File: src/rtl/riscv_issue_ctrl.sv
// Issue/hazard controller in front of riscv_ex: one-per-cycle issue, per-register load
// scoreboard for load-use stalls, registered forwarding selects and a saturating stall counter.
module riscv_issue_ctrl #(
  parameter int REGA   = 5,
  parameter int MEMLAT = 2,
  parameter int CNTW   = 16
) (
  input  logic            clk,
  input  logic            rst,
  input  logic            id_valid,
  output logic            id_ready,
  input  logic [REGA-1:0] id_rs1,
  input  logic [REGA-1:0] id_rs2,
  input  logic            id_use_rs1,
  input  logic            id_use_rs2,
  input  logic [REGA-1:0] id_rd,
  input  logic            id_we,
  input  logic            id_is_load,
  input  logic            flush,
  output logic            ex_valid,
  output logic [REGA-1:0] ex_rdi,
  output logic [1:0]      fwd_a,
  output logic [1:0]      fwd_b,
  output logic [CNTW-1:0] stall_cnt
);

  localparam int NREG = 1 << REGA;
  localparam int LW   = (MEMLAT < 1) ? 1 : $clog2(MEMLAT + 1);

  localparam logic [1:0] SEL_RF = 2'd0;
  localparam logic [1:0] SEL_EX = 2'd1;
  localparam logic [1:0] SEL_WB = 2'd2;

  logic [LW-1:0]   lcnt [NREG];

  logic            ex_we;
  logic            ex_load;
  logic            wb_valid;
  logic [REGA-1:0] wb_rd;
  logic            wb_we;
  logic            wb_load;

  logic            busy_rs1;
  logic            busy_rs2;
  logic            hazard;
  logic            issue;
  logic            load_set;
  logic            stall_now;
  logic [1:0]      fwd_a_nxt;
  logic [1:0]      fwd_b_nxt;

  // A source is blocked while a load to it has not yet reached the regfile.
  always_comb begin
    busy_rs1  = id_use_rs1 && (id_rs1 != '0) && (lcnt[id_rs1] != '0);
    busy_rs2  = id_use_rs2 && (id_rs2 != '0) && (lcnt[id_rs2] != '0);
    hazard    = busy_rs1 || busy_rs2;
    id_ready  = ~hazard;
    issue     = id_valid && id_ready && !flush;
    load_set  = issue && id_is_load && id_we && (id_rd != '0);
    stall_now = id_valid && !id_ready && !flush;
  end

  // Loaded values never come from a forwarding path; only ALU results in EX/WB qualify.
  always_comb begin
    fwd_a_nxt = SEL_RF;
    fwd_b_nxt = SEL_RF;
    if (issue && id_use_rs1 && (id_rs1 != '0)) begin
      if (ex_valid && ex_we && !ex_load && (ex_rdi == id_rs1)) begin
        fwd_a_nxt = SEL_EX;
      end else if (wb_valid && wb_we && !wb_load && (wb_rd == id_rs1)) begin
        fwd_a_nxt = SEL_WB;
      end
    end
    if (issue && id_use_rs2 && (id_rs2 != '0)) begin
      if (ex_valid && ex_we && !ex_load && (ex_rdi == id_rs2)) begin
        fwd_b_nxt = SEL_EX;
      end else if (wb_valid && wb_we && !wb_load && (wb_rd == id_rs2)) begin
        fwd_b_nxt = SEL_WB;
      end
    end
  end

  always_ff @(posedge clk) begin
    if (rst) begin
      ex_valid <= 1'b0;
      ex_rdi   <= '0;
      ex_we    <= 1'b0;
      ex_load  <= 1'b0;
      wb_valid <= 1'b0;
      wb_rd    <= '0;
      wb_we    <= 1'b0;
      wb_load  <= 1'b0;
      fwd_a    <= SEL_RF;
      fwd_b    <= SEL_RF;
    end else begin
      ex_valid <= issue;
      ex_rdi   <= issue ? id_rd : '0;
      ex_we    <= issue && id_we;
      ex_load  <= issue && id_is_load;
      wb_valid <= ex_valid;
      wb_rd    <= ex_rdi;
      wb_we    <= ex_we;
      wb_load  <= ex_load;
      fwd_a    <= fwd_a_nxt;
      fwd_b    <= fwd_b_nxt;
    end
  end

  // A new load restarts its register's countdown even if one is already pending.
  always_ff @(posedge clk) begin
    if (rst) begin
      for (int i = 0; i < NREG; i++) begin
        lcnt[i] <= '0;
      end
    end else begin
      for (int i = 0; i < NREG; i++) begin
        if (load_set && (id_rd == REGA'(i))) begin
          lcnt[i] <= LW'(MEMLAT);
        end else if (lcnt[i] != '0) begin
          lcnt[i] <= lcnt[i] - LW'(1);
        end
      end
    end
  end

  always_ff @(posedge clk) begin
    if (rst) begin
      stall_cnt <= '0;
    end else if (stall_now && (stall_cnt != '1)) begin
      stall_cnt <= stall_cnt + CNTW'(1);
    end
  end

endmodule
File: config.mk
export PLATFORM = sky130hd
export DESIGN_NAME = riscv_issue_ctrl
export DESIGN_NICKNAME = d
export VERILOG_FILES = /design/src/rtl/riscv_issue_ctrl.sv
export SDC_FILE = /design/constraint.sdc
export NUM_CORES = 1
export LEC_CHECK = 0
export CAP_MARGIN = 5
export CORE_UTILIZATION = 40
export DETAILED_ROUTE_END_ITERATION = 12
export DONT_BUFFER_PORTS = 1
export SLEW_MARGIN = 20
export SYNTH_ARGS = -nofsm -noshare
export SYNTH_HDL_FRONTEND = slang
export SYNTH_SLANG_ARGS = --single-unit
File: constraint.sdc
create_clock -name clk -period 4 [get_ports clk]
set_input_delay 0.4 -clock clk [delete_from_list [all_inputs] [get_ports clk]]
set_output_delay 0.4 -clock clk [all_outputs]
set_load 0.03 [all_outputs]
==> impl_metrics.csv, run 1 <==
group,metric,value,unit
layout,syn_to_final_growth,5.97,%
cts,cts_tree,"yes",
floorplan,core.rowCount,45,
sta,period_needed,3.54,ns
cts,worst_setup_hold_path_clk_slew,0.07,ns
yosys,ys_seq_elements,100,
layout,sequential_cell_area,2640,sq um
floorplan,chipHeight,127,um
hold_path,worst_hold_path_type,"input port to register",
sta,worst_pin_slew,0.955,ns
floorplan,floorplan.io_pins,50,
yosys,synthesized_netlist_net_count,695,
route,post_drt_via_cell_ratio,5.95,
yosys,synthArstFlopShare,0,
route,drt_iter0_drc,311,
power,vdd_drop_max,278,uV
sta,slew-limit-headroom,0.363,
setup_path,worstPathMaxFanout,24,
power,switching_power,1.40,mW
yosys,ys_top_cells_by_count,"inv_1, edfxtp_1, nor3_1",
route,via_count,4784,
yosys,syn_inst,639,
route,remaining_drc_errors,0,
yosys,netlist-cell-type-count,63,
placed_design,post_dp_cell_area,6280,sq um
status,outcome,"finished clean",
power,pwr-share-clk,0.225,
layout,fin_area,6600,sq um
placed_design,place.detailed.instances,788,
yosys,synth_top_flop_cell,"edfxtp_1",
yosys,mappedNetlistArea,6230,sq um
grt,grt_start_max_net_pins,100,
floorplan,design.die.area,16100,sq um
setup_path,critPathCaptureType,"register",
power,share_seq_of_total_power,0.427,
sta,fmax,0.283,GHz
grt,grt_util_all_layers,0.197,
sta,final-setup-viol-count,0,
power,p_per_area,633,nW/um^2
placed_design,finalWeightedCongestion,0.792,
yosys,synth_top_cell_area_share,0.309,
yosys,post_synth_edffs,64,
yosys,ys_warn_count,0,
cts,clock-root-buffer,"clkbuf_16",
route,drt-pass1-iter-count,8,
sta,clock_skew,0.0101,ns
power,pwr-share-comb,0.349,
cts,post_cts_buffers,0,
layout,n_antenna_cell,0,
power,internal_power,2.78,mW
cts,ctsHoldBuffers,0,
layout,layout.nets,667,
cts,clk_latency,0.35,ns
floorplan,core_area,15200,sq um
route,post_drt_wl_per_cell,19.2,um
setup_path,crit_type,"register to register",
cts,number_of_buffers_added_by_the_clock_tree_synthesis_step,9,
grt,number_of_global_route_vias_before_repair,4744,
yosys,synth_seq_area_share,0.424,
floorplan,initial_core_util,0.410,
floorplan,die_wd,127,um
sta,timing_max_transition_violations_final,0,
sta,timing_hold_violations_final,0,
setup_path,critPathRequiredTime,4.02,ns
cts,cts-root-to-sink-buffers,2,
grt,grt_overflow,0,
sta,setup_total_negative_slack,0,ns
grt,grt_antenna_before_repair,0,
sta,setup_repair_after_global_routing_missed_its_margin,"false",
layout,final_util,0.434,
cts,cts_htree_levels,3,
yosys,synthTopCellsByArea,"edfxtp_1, dfxtp_1, ha_1, inv_1, nor2b_1",
flow_run,max-cap-violations,0,
power,cellLeakagePower,2.36,nW
sta,timing.hold.ws,0.119,ns
grt,grt_pass1_wl,24.4,mm
layout,multi_input_comb_area,3090,sq um
yosys,yosysMostFrequentCell,"inv_1",
power,swShare,0.335,
route,wl,15.4,mm
placed_design,port_buf_inserts,0,
placed_design,dp.final_hpwl,10.6,mm
setup_path,cp_data_arrival_time,3.56,ns
route,postRouteAntennaNets,0,
cts,cts_sinks,100,
sta,final_min_period_over_clock_period,0.885,
yosys,yosys.area.top_type,"edfxtp_1",
yosys,syn_area_per_cell,9.75,sq um
layout,fill_cells,1446,
setup_path,cp-start-kind,"register",
layout,final_cells,804,
layout,ratio_of_cells_with_drive_above_1_in_the_final_layout,0.0795,
cts,cts_resized,0,
power by group through the flow:
stage               Sequential [mW]  Clock, mW  Combinational (mW)
floorplan                      1.74          0                1.19
global placement               1.78          0                1.34
detailed placement             1.80          0                1.45
CTS                            1.78      0.956                1.46
global route                   1.83      0.997                1.65
finish                         1.78      0.938                1.46
metrics by stage:
step                      power [mW]  worst slack, ns
after floorplan                 2.93            0.913
after global placement          3.12            0.680
after detailed placement        3.25            0.596
after CTS                       4.19            0.552
after global routing            4.47            0.249
final                           4.18            0.462
registers in the layout, indices dropped and copies added (netlist names):
signal     cells
ex_valid       1
wb_load        1
ex_rdi         5
stall_cnt     16
fwd_b          2
lcnt          64
wb_rd          5
fwd_a          2
wb_valid       1
wb_we          1
ex_we          1
ex_load        1
worst paths after layout:
path         slack (ns)  cells past startpoint   startpoint             to
min reg2reg        0.46                      1      ex_load        wb_load
max                0.46                      8  lcnt[17][0]    lcnt[15][1]
min                0.12                      1          rst  stall_cnt[11]
max reg2reg        0.46                      8  lcnt[17][0]    lcnt[15][1]
worst max-delay path, stage by stage, from the launching register on:
cell and delay [ns]:
edfxtp_1 0.42, nor3_1 0.31, a21oi_1 0.07, mux4_2 0.47, o221ai_2 0.20, o311ai_1 0.16, or2_1 0.32, or3_1 0.80
o211ai_1 0.44
cell usage in the layout (no fill, tap or decap), types with 4 or more instances in the layout:
cell / n
nor4_1: 8
o41ai_1: 4
or4_1: 4
o32ai_1: 14
mux2_2: 7
a31oi_1: 4
xnor2_1: 7
o21ai_1: 4
xor2_1: 14
o211ai_1: 28
clkbuf_16: 9
dfxtp_1: 36
nand2_1: 17
a211oi_1: 4
edfxtp_1: 64
or3_1: 11
mux4_2: 7
nor2b_1: 34
a21oi_1: 16
ha_1: 33
inv_1: 72
nor3_1: 41
buf_4: 5
nand2b_1: 6
o21a_1: 21
and2_1: 11
nand4_1: 7
nand3_1: 10
o22ai_1: 11
nor2_1: 39
a2111oi_0: 16
area by class of cell:
type / instances / share of cell area
multi-input combinational: 421 / 0.468
sequential: 100 / 0.400
timing repair buffer: 5 / 0.00569
inverter: 74 / 0.0421
clock inverter: 6 / 0.0131
clock buffer: 10 / 0.0347
tap: 188 / 0.0356
kinds of logic (layout without fill, tap and decap cells):
kind of cell,after synthesis,after routing,synth area share
buf+inv,118,95,0.0794
fa+ha+maj,33,33,0.0663
xor+xnor,21,21,0.0295
flops,100,100,0.424
compound gates,147,147,0.182
simple gates,205,205,0.179
mux,15,15,0.0396
per-layer routing:
| metal | global-route usage | wire [um] | vias up |
|---|---|---|---|
| met2 | 0.341 | 7650 | 143 |
| met4 | 0.0686 | 301 | 0 |
| li1 | - | - | 2318 |
| met1 | 0.242 | 6660 | 2299 |
| met3 | 0.0418 | 824 | 24 |
| met5 | 0 | 0 | - |
No activity file was read; power rests on OpenSTA's default activity.
==> inputs of run 2 (changes only) <==
Settings changed: CELL_PAD_IN_SITES_DETAIL_PLACEMENT set to 0, CELL_PAD_IN_SITES_GLOBAL_PLACEMENT set to 1, PLACE_DENSITY_LB_ADDON set to 0.1, SKIP_LAST_GASP set to 1.
==> run 2 against run 1 <==
  * Final cell count is 0.75% higher
  * Maximum frequency grew 1.8%
  * Critical path type unchanged
  * Sequential power is essentially flat
  * Critical endpoint is now stall_cnt[15]
  * Count of clock-buffer cells in the layout down 1
  * Total power is 0.12% higher
  * Non-clock buffer count is 6 higher
  * Die area is the same
  * Register-to-register slack improved by 0.06 ns
==> impl_metrics.csv, run 2 (synthesis results as in run 1) <==
group,metric,value,unit
layout,n_antenna_cell,0,
sta,timing_hold_violations_final,0,
cts,cts_resized,0,
grt,grt_antenna_before_repair,0,
cts,ctsHoldBuffers,0,
grt,grt_pass1_wl,25.6,mm
layout,regs_by_ff_count,"lcnt (64), stall_cnt (16)",
route,drt-pass1-iter-count,6,
layout,most-common-layout-cells,"inv_1, edfxtp_1, nor3_1, nor2_1, dfxtp_1",
floorplan,core_area,15200,sq um
sta,setup_repair_after_global_routing_missed_its_margin,"false",
floorplan,floorplan.io_pins,50,
layout,layout.nets,673,
cts,worst_setup_hold_path_clk_slew,0.08,ns
setup_path,cp_data_arrival_time,3.77,ns
cts,cts_tree,"yes",
power,p_per_area,629,nW/um^2
sta,setup_total_negative_slack,0,ns
sta,post-route-worst-setup-slack,0.523,ns
flow_run,max-cap-violations,0,
route,remaining_drc_errors,0,
placed_design,port_buf_inserts,0,
cts,post_cts_buffers,0,
cts,cts_htree_levels,3,
hold_path,worst_hold_path_type,"input port to register",
grt,number_of_global_route_vias_before_repair,4513,
placed_design,place.detailed.instances,794,
setup_path,cpLargestDelayFamily,"compound AO/OA/AOI/OAI gates",
setup_path,critPathCaptureType,"register",
setup_path,critPathRequiredTime,4.29,ns
setup_path,worstPathMaxFanout,15,
sta,timing_max_transition_violations_final,0,
hold_path,min_delay_path_depth,1,
layout,final_cells,810,
layout,reg_with_most_ffs,"lcnt",
power,vdd_drop_max,246,uV
layout,syn_to_final_growth,6.85,%
setup_path,critPathMaxStageDelay,0.59,ns
sta,clock_skew,0.0120,ns
floorplan,core.rowCount,45,
sta,fmax,0.288,GHz
setup_path,worst-r2r-cell-count,9,
floorplan,die_wd,127,um
floorplan,chipHeight,127,um
sta,slew-limit-headroom,0.621,
route,post_drt_via_cell_ratio,5.92,
setup_path,cp-start-kind,"register",
setup_path,crit_buf_inv,1,
floorplan,design.die.area,16100,sq um
setup_path,worst_r2r_endpoint,"stall_cnt[15]",
grt,grt_start_max_net_pins,100,
cts,clock-root-buffer,"clkbuf_16",
hold_path,timing.hold.worst.start,"rst",
setup_path,worstPathCellList,"nor3_1 > a2111oi_0 > nor4_1 > a211o_1 > o311ai_1 > or2_1 > inv_1 > or4b_1 > a21oi_1",
floorplan,initial_core_util,0.410,
setup_path,timing.reg2reg.setup_slack,0.52,ns
grt,grt_overflow,0,
setup_path,crit_type,"register to register",
placed_design,place_ws,0.567,ns
hold_path,destination_of_the_worst_hold_path,"wb_we",
grt,grt_util_all_layers,0.210,
placed_design,dp.final_hpwl,11.5,mm
layout,fin_area,6650,sq um
route,post_drt_wl_per_cell,20.2,um
status,outcome,"finished clean",
route,drt_iter0_drc,265,
sta,final-setup-viol-count,0,
layout,layout_commonest_cell,"inv_1",
route,via_count,4792,
cts,number_of_buffers_added_by_the_clock_tree_synthesis_step,9,
sta,period_needed,3.48,ns
sta,worst_pin_slew,0.555,ns
route,postRouteAntennaNets,0,
cts,cts_sinks,100,
layout,ratio_of_cells_with_drive_above_1_in_the_final_layout,0.0916,
setup_path,r2r-start,"lcnt[20][0]",
setup_path,critPathSlowestCell,"or4b_1",
cts,clk_latency,0.36,ns
layout,largest_register_ffs,64,
placed_design,finalWeightedCongestion,0.774,
sta,timing.hold.ws,0.111,ns
cts,cts-root-to-sink-buffers,2,
sta,final_min_period_over_clock_period,0.869,
setup_path,cp-startpoint,"lcnt[20][0]",
route,wl,16.3,mm
placed_design,post_dp_cell_area,6340,sq um
power,cellLeakagePower,2.40,nW
run 2: changes by cell type in the layout (fill, tap and decap cells not counted), sizes merged:
cell      previous run  this run
inv                 75        78
bufinv               2         1
buf                  5        11
clkinvlp             1         0
clkbuf              10         9
run 2: how the worst max path moves through the flow:
stage	end	cells past startpoint
CTS	stall_cnt[15]	9
detailed placement	stall_cnt[15]	9
global route	stall_cnt[15]	9
finish	stall_cnt[15]	9
global placement	lcnt[28][0]	8
floorplan	lcnt[4][0]	13
run 2: final cells by class:
class / count / area (sq um)
flip-flops and latches: 100 / 2640
fillers: 1486 / 8550
clock buffers: 9 / 225
multi-input cells: 421 / 3090
inverters: 74 / 278
well taps: 188 / 235
clock inverters: 7 / 87.6
repair buffers: 11 / 95.1
run 2: routing by layer:
layer	wire length [um]	part of all wire	GRT usage	vias up
met4	144	0.0088	0.0469	0
met5	0	0	0	-
met2	7880	0.48	0.348	105
met1	7410	0.45	0.283	2340
li1	-	-	-	2337
met3	900	0.055	0.0439	10
run 2: power by group:
part           internal (mW)  switching [mW]
Combinational          0.670           0.779
Clock                  0.503           0.437
Sequential              1.55           0.244
run 2: metrics by stage:
stage / power [mW] / util
finish: 4.18 / 0.438
CTS: 4.22 / 0.438
detailed placement: 3.27 / 0.417
floorplan: 2.93 / -
global placement: 3.18 / 0.417
global route: 4.50 / 0.438
==> inputs of run 3 (changes only) <==
Settings changed: ABC_AREA set to 1.
==> run 3 against run 2 <==
  * Count of clock-buffer cells in the layout increased by 3
  * Flip-flop and latch count did not move
  * Non-clock buffer count is 7 lower
  * Critical endpoint is now lcnt[12][1]
==> impl_metrics.csv, run 3 <==
group,metric,value,unit
layout,largest_register_ffs,64,
sta,timing_max_transition_violations_final,0,
layout,syn_to_final_growth,8.05,%
cts,clk_latency,0.35,ns
floorplan,initial_core_util,0.415,
placed_design,place.detailed.instances,1055,
grt,grt_pass1_wl,28.3,mm
power,cellLeakagePower,2.92,nW
power,swShare,0.362,
setup_path,r2r-start,"lcnt[8][0]",
power,final_total_power,4.26,mW
placed_design,port_buf_inserts,0,
yosys,mappedNetlistArea,6390,sq um
hold_path,min_delay_path_depth,2,
yosys,synth_seq_area_share,0.414,
yosys,ys_warn_count,0,
layout,reg_with_most_ffs,"lcnt",
floorplan,chipHeight,128,um
cts,post_cts_buffers,0,
grt,number_of_global_route_vias_before_repair,5440,
layout,layout.nets,911,
yosys,post_synth_edffs,64,
floorplan,core_area,15400,sq um
floorplan,design.die.area,16500,sq um
setup_path,timing.reg2reg.setup_slack,1.17,ns
route,post_drt_via_cell_ratio,5.24,
layout,n_antenna_cell,0,
layout,regs_by_ff_count,"lcnt (64), stall_cnt (16)",
setup_path,worst-r2r-cell-count,11,
placed_design,finalWeightedCongestion,0.872,
sta,final_min_period_over_clock_period,0.707,
sta,worst_pin_slew,0.603,ns
route,post_drt_wl_per_cell,16.6,um
yosys,yosys.area.top_type,"edfxtp_1",
grt,grt_antenna_before_repair,0,
sta,setup_repair_after_global_routing_missed_its_margin,"false",
power,internal_power,2.71,mW
setup_path,cp_data_arrival_time,2.89,ns
yosys,synth_top_cell_area_share,0.301,
yosys,yosysMostFrequentCell,"nand2_1",
layout,ratio_of_cells_with_drive_above_1_in_the_final_layout,0.0512,
power,p_per_area,617,nW/um^2
route,wl,17.7,mm
yosys,synthesized_netlist_net_count,926,
sta,clock_skew,0.00834,ns
setup_path,critPathSlowestCell,"nor2_4",
setup_path,crit_type,"register to register",
setup_path,worst_r2r_endpoint,"lcnt[12][1]",
cts,cts_sinks,100,
grt,grt_overflow,0,
cts,clock-root-buffer,"clkbuf_16",
cts,ctsHoldBuffers,0,
cts,cts_resized,0,
yosys,synthTopCellsByArea,"edfxtp_1, dfxtp_1, nand2_1, nor2_1, inv_1",
yosys,syn_inst,870,
floorplan,floorplan.io_pins,50,
power,pwr-share-clk,0.236,
flow_run,max-cap-violations,0,
sta,period_needed,2.83,ns
setup_path,critPathMaxStageDelay,0.57,ns
power,pwr-share-comb,0.362,
power,switching_power,1.54,mW
hold_path,timing.hold.worst.start,"id_is_load",
yosys,syn_area_per_cell,7.34,sq um
yosys,ys_top_cells_by_count,"nand2_1, nor2_1, inv_1",
hold_path,destination_of_the_worst_hold_path,"ex_load",
floorplan,core.rowCount,45,
yosys,synthArstFlopShare,0,
sta,timing_hold_violations_final,0,
route,postRouteAntennaNets,0,
route,via_count,5609,
cts,cts_htree_levels,3,
layout,final_cells,1070,
setup_path,critPathCaptureType,"register",
grt,grt_start_max_net_pins,61,
yosys,netlist-cell-type-count,35,
sta,slew-limit-headroom,0.598,
yosys,synth_top_flop_cell,"edfxtp_1",
cts,number_of_buffers_added_by_the_clock_tree_synthesis_step,9,
setup_path,cpLargestDelayFamily,"simple AND/OR/NAND/NOR gates",
setup_path,critPathRequiredTime,4.06,ns
sta,fmax,0.354,GHz
setup_path,cp-start-kind,"register",
route,drt-pass1-iter-count,7,
setup_path,timing.critical_path.mode_cell,"nand3_1",
power,vdd_drop_max,291,uV
status,outcome,"finished clean",
sta,setup_total_negative_slack,0,ns
yosys,ys_seq_elements,100,
placed_design,dp.final_hpwl,13.1,mm
hold_path,worst_hold_path_type,"input port to register",
sta,final-setup-viol-count,0,
floorplan,die_wd,128,um
cts,cts-root-to-sink-buffers,2,
setup_path,worstPathMaxFanout,26,
setup_path,worstPathCellList,"o21ai_0 > nand3_1 > nand2_1 > nand2_1 > nand3_1 > nand3_1 > nand3_1 > nand4_4 > nor2_4 > nand2_1 > nand3_1",
layout,layout_commonest_cell,"nand2_1",
route,drt_iter0_drc,462,
grt,grt_util_all_layers,0.225,
route,remaining_drc_errors,0,
cts,worst_setup_hold_path_clk_slew,0.07,ns
setup_path,crit_buf_inv,0,
power,share_seq_of_total_power,0.402,
cts,cts_tree,"yes",
layout,most-common-layout-cells,"nand2_1, nor2_1, inv_1, nand3_1, edfxtp_1",
-- run 3: power by group through the flow --
stage / clock [mW] / combinational [mW] / sequential [mW]
final: 1.00 / 1.54 / 1.71
after global routing: 1.06 / 1.78 / 1.75
after CTS: 1.02 / 1.54 / 1.71
after detailed placement: 0 / 1.52 / 1.74
after global placement: 0 / 1.44 / 1.73
after floorplan: 0 / 1.19 / 1.67
-- run 3: final cells by class --
type / instances / area [sq um]
fill: 1565 / 8470
multi-input combinational: 602 / 3100
sequential: 100 / 2640
inverter: 138 / 518
clock buffer: 12 / 300
tap: 211 / 264
clock inverter: 3 / 47.5
timing repair buffer: 4 / 30.0
-- run 3: worst max path at each step --
stage | from | to | slack [ns] | cells after the start
2_1_floorplan | id_rs1[1] | lcnt[10][0] | 1.78 | 15
3_3_place_gp | id_rs2[1] | lcnt[3][0] | 1.15 | 12
3_5_place_dp | id_rs2[1] | lcnt[5][1] | 1.09 | 12
4_1_cts | lcnt[0][0] | lcnt[1][1] | 1.20 | 11
5_1_grt | lcnt[4][1] | lcnt[15][0] | 0.91 | 11
6_report | lcnt[8][0] | lcnt[12][1] | 1.17 | 11
-- run 3: logic make-up after synthesis --
family,synth area share
buf+inv,0.101
simple gates,0.310
flops,0.414
compound gates,0.0792
fa+ha+maj,0.0647
xor+xnor,0.0315
-- run 3: metal layers --
layer  global-route usage  part of all wire  up-vias
met1                0.300              0.46     2648
met2                0.382              0.48      140
met4               0.0699             0.014        0
met5                    0                 0        -
met3               0.0258             0.048       14
li1                     -                 -     2807
-- run 3: per-stage QoR --
step | utilization | hold slack [ns] | worst slack (ns) | cell area, sq um
5_1_grt | 0.449 | 0.124 | 0.913 | 6900
4_1_cts | 0.449 | 0.108 | 1.20 | 6900
6_report | 0.449 | 0.149 | 1.17 | 6900
3_3_place_gp | 0.426 | 0.415 | 1.15 | 6550
3_5_place_dp | 0.426 | 0.415 | 1.09 | 6550
2_1_floorplan | - | 0.404 | 1.78 | 6390
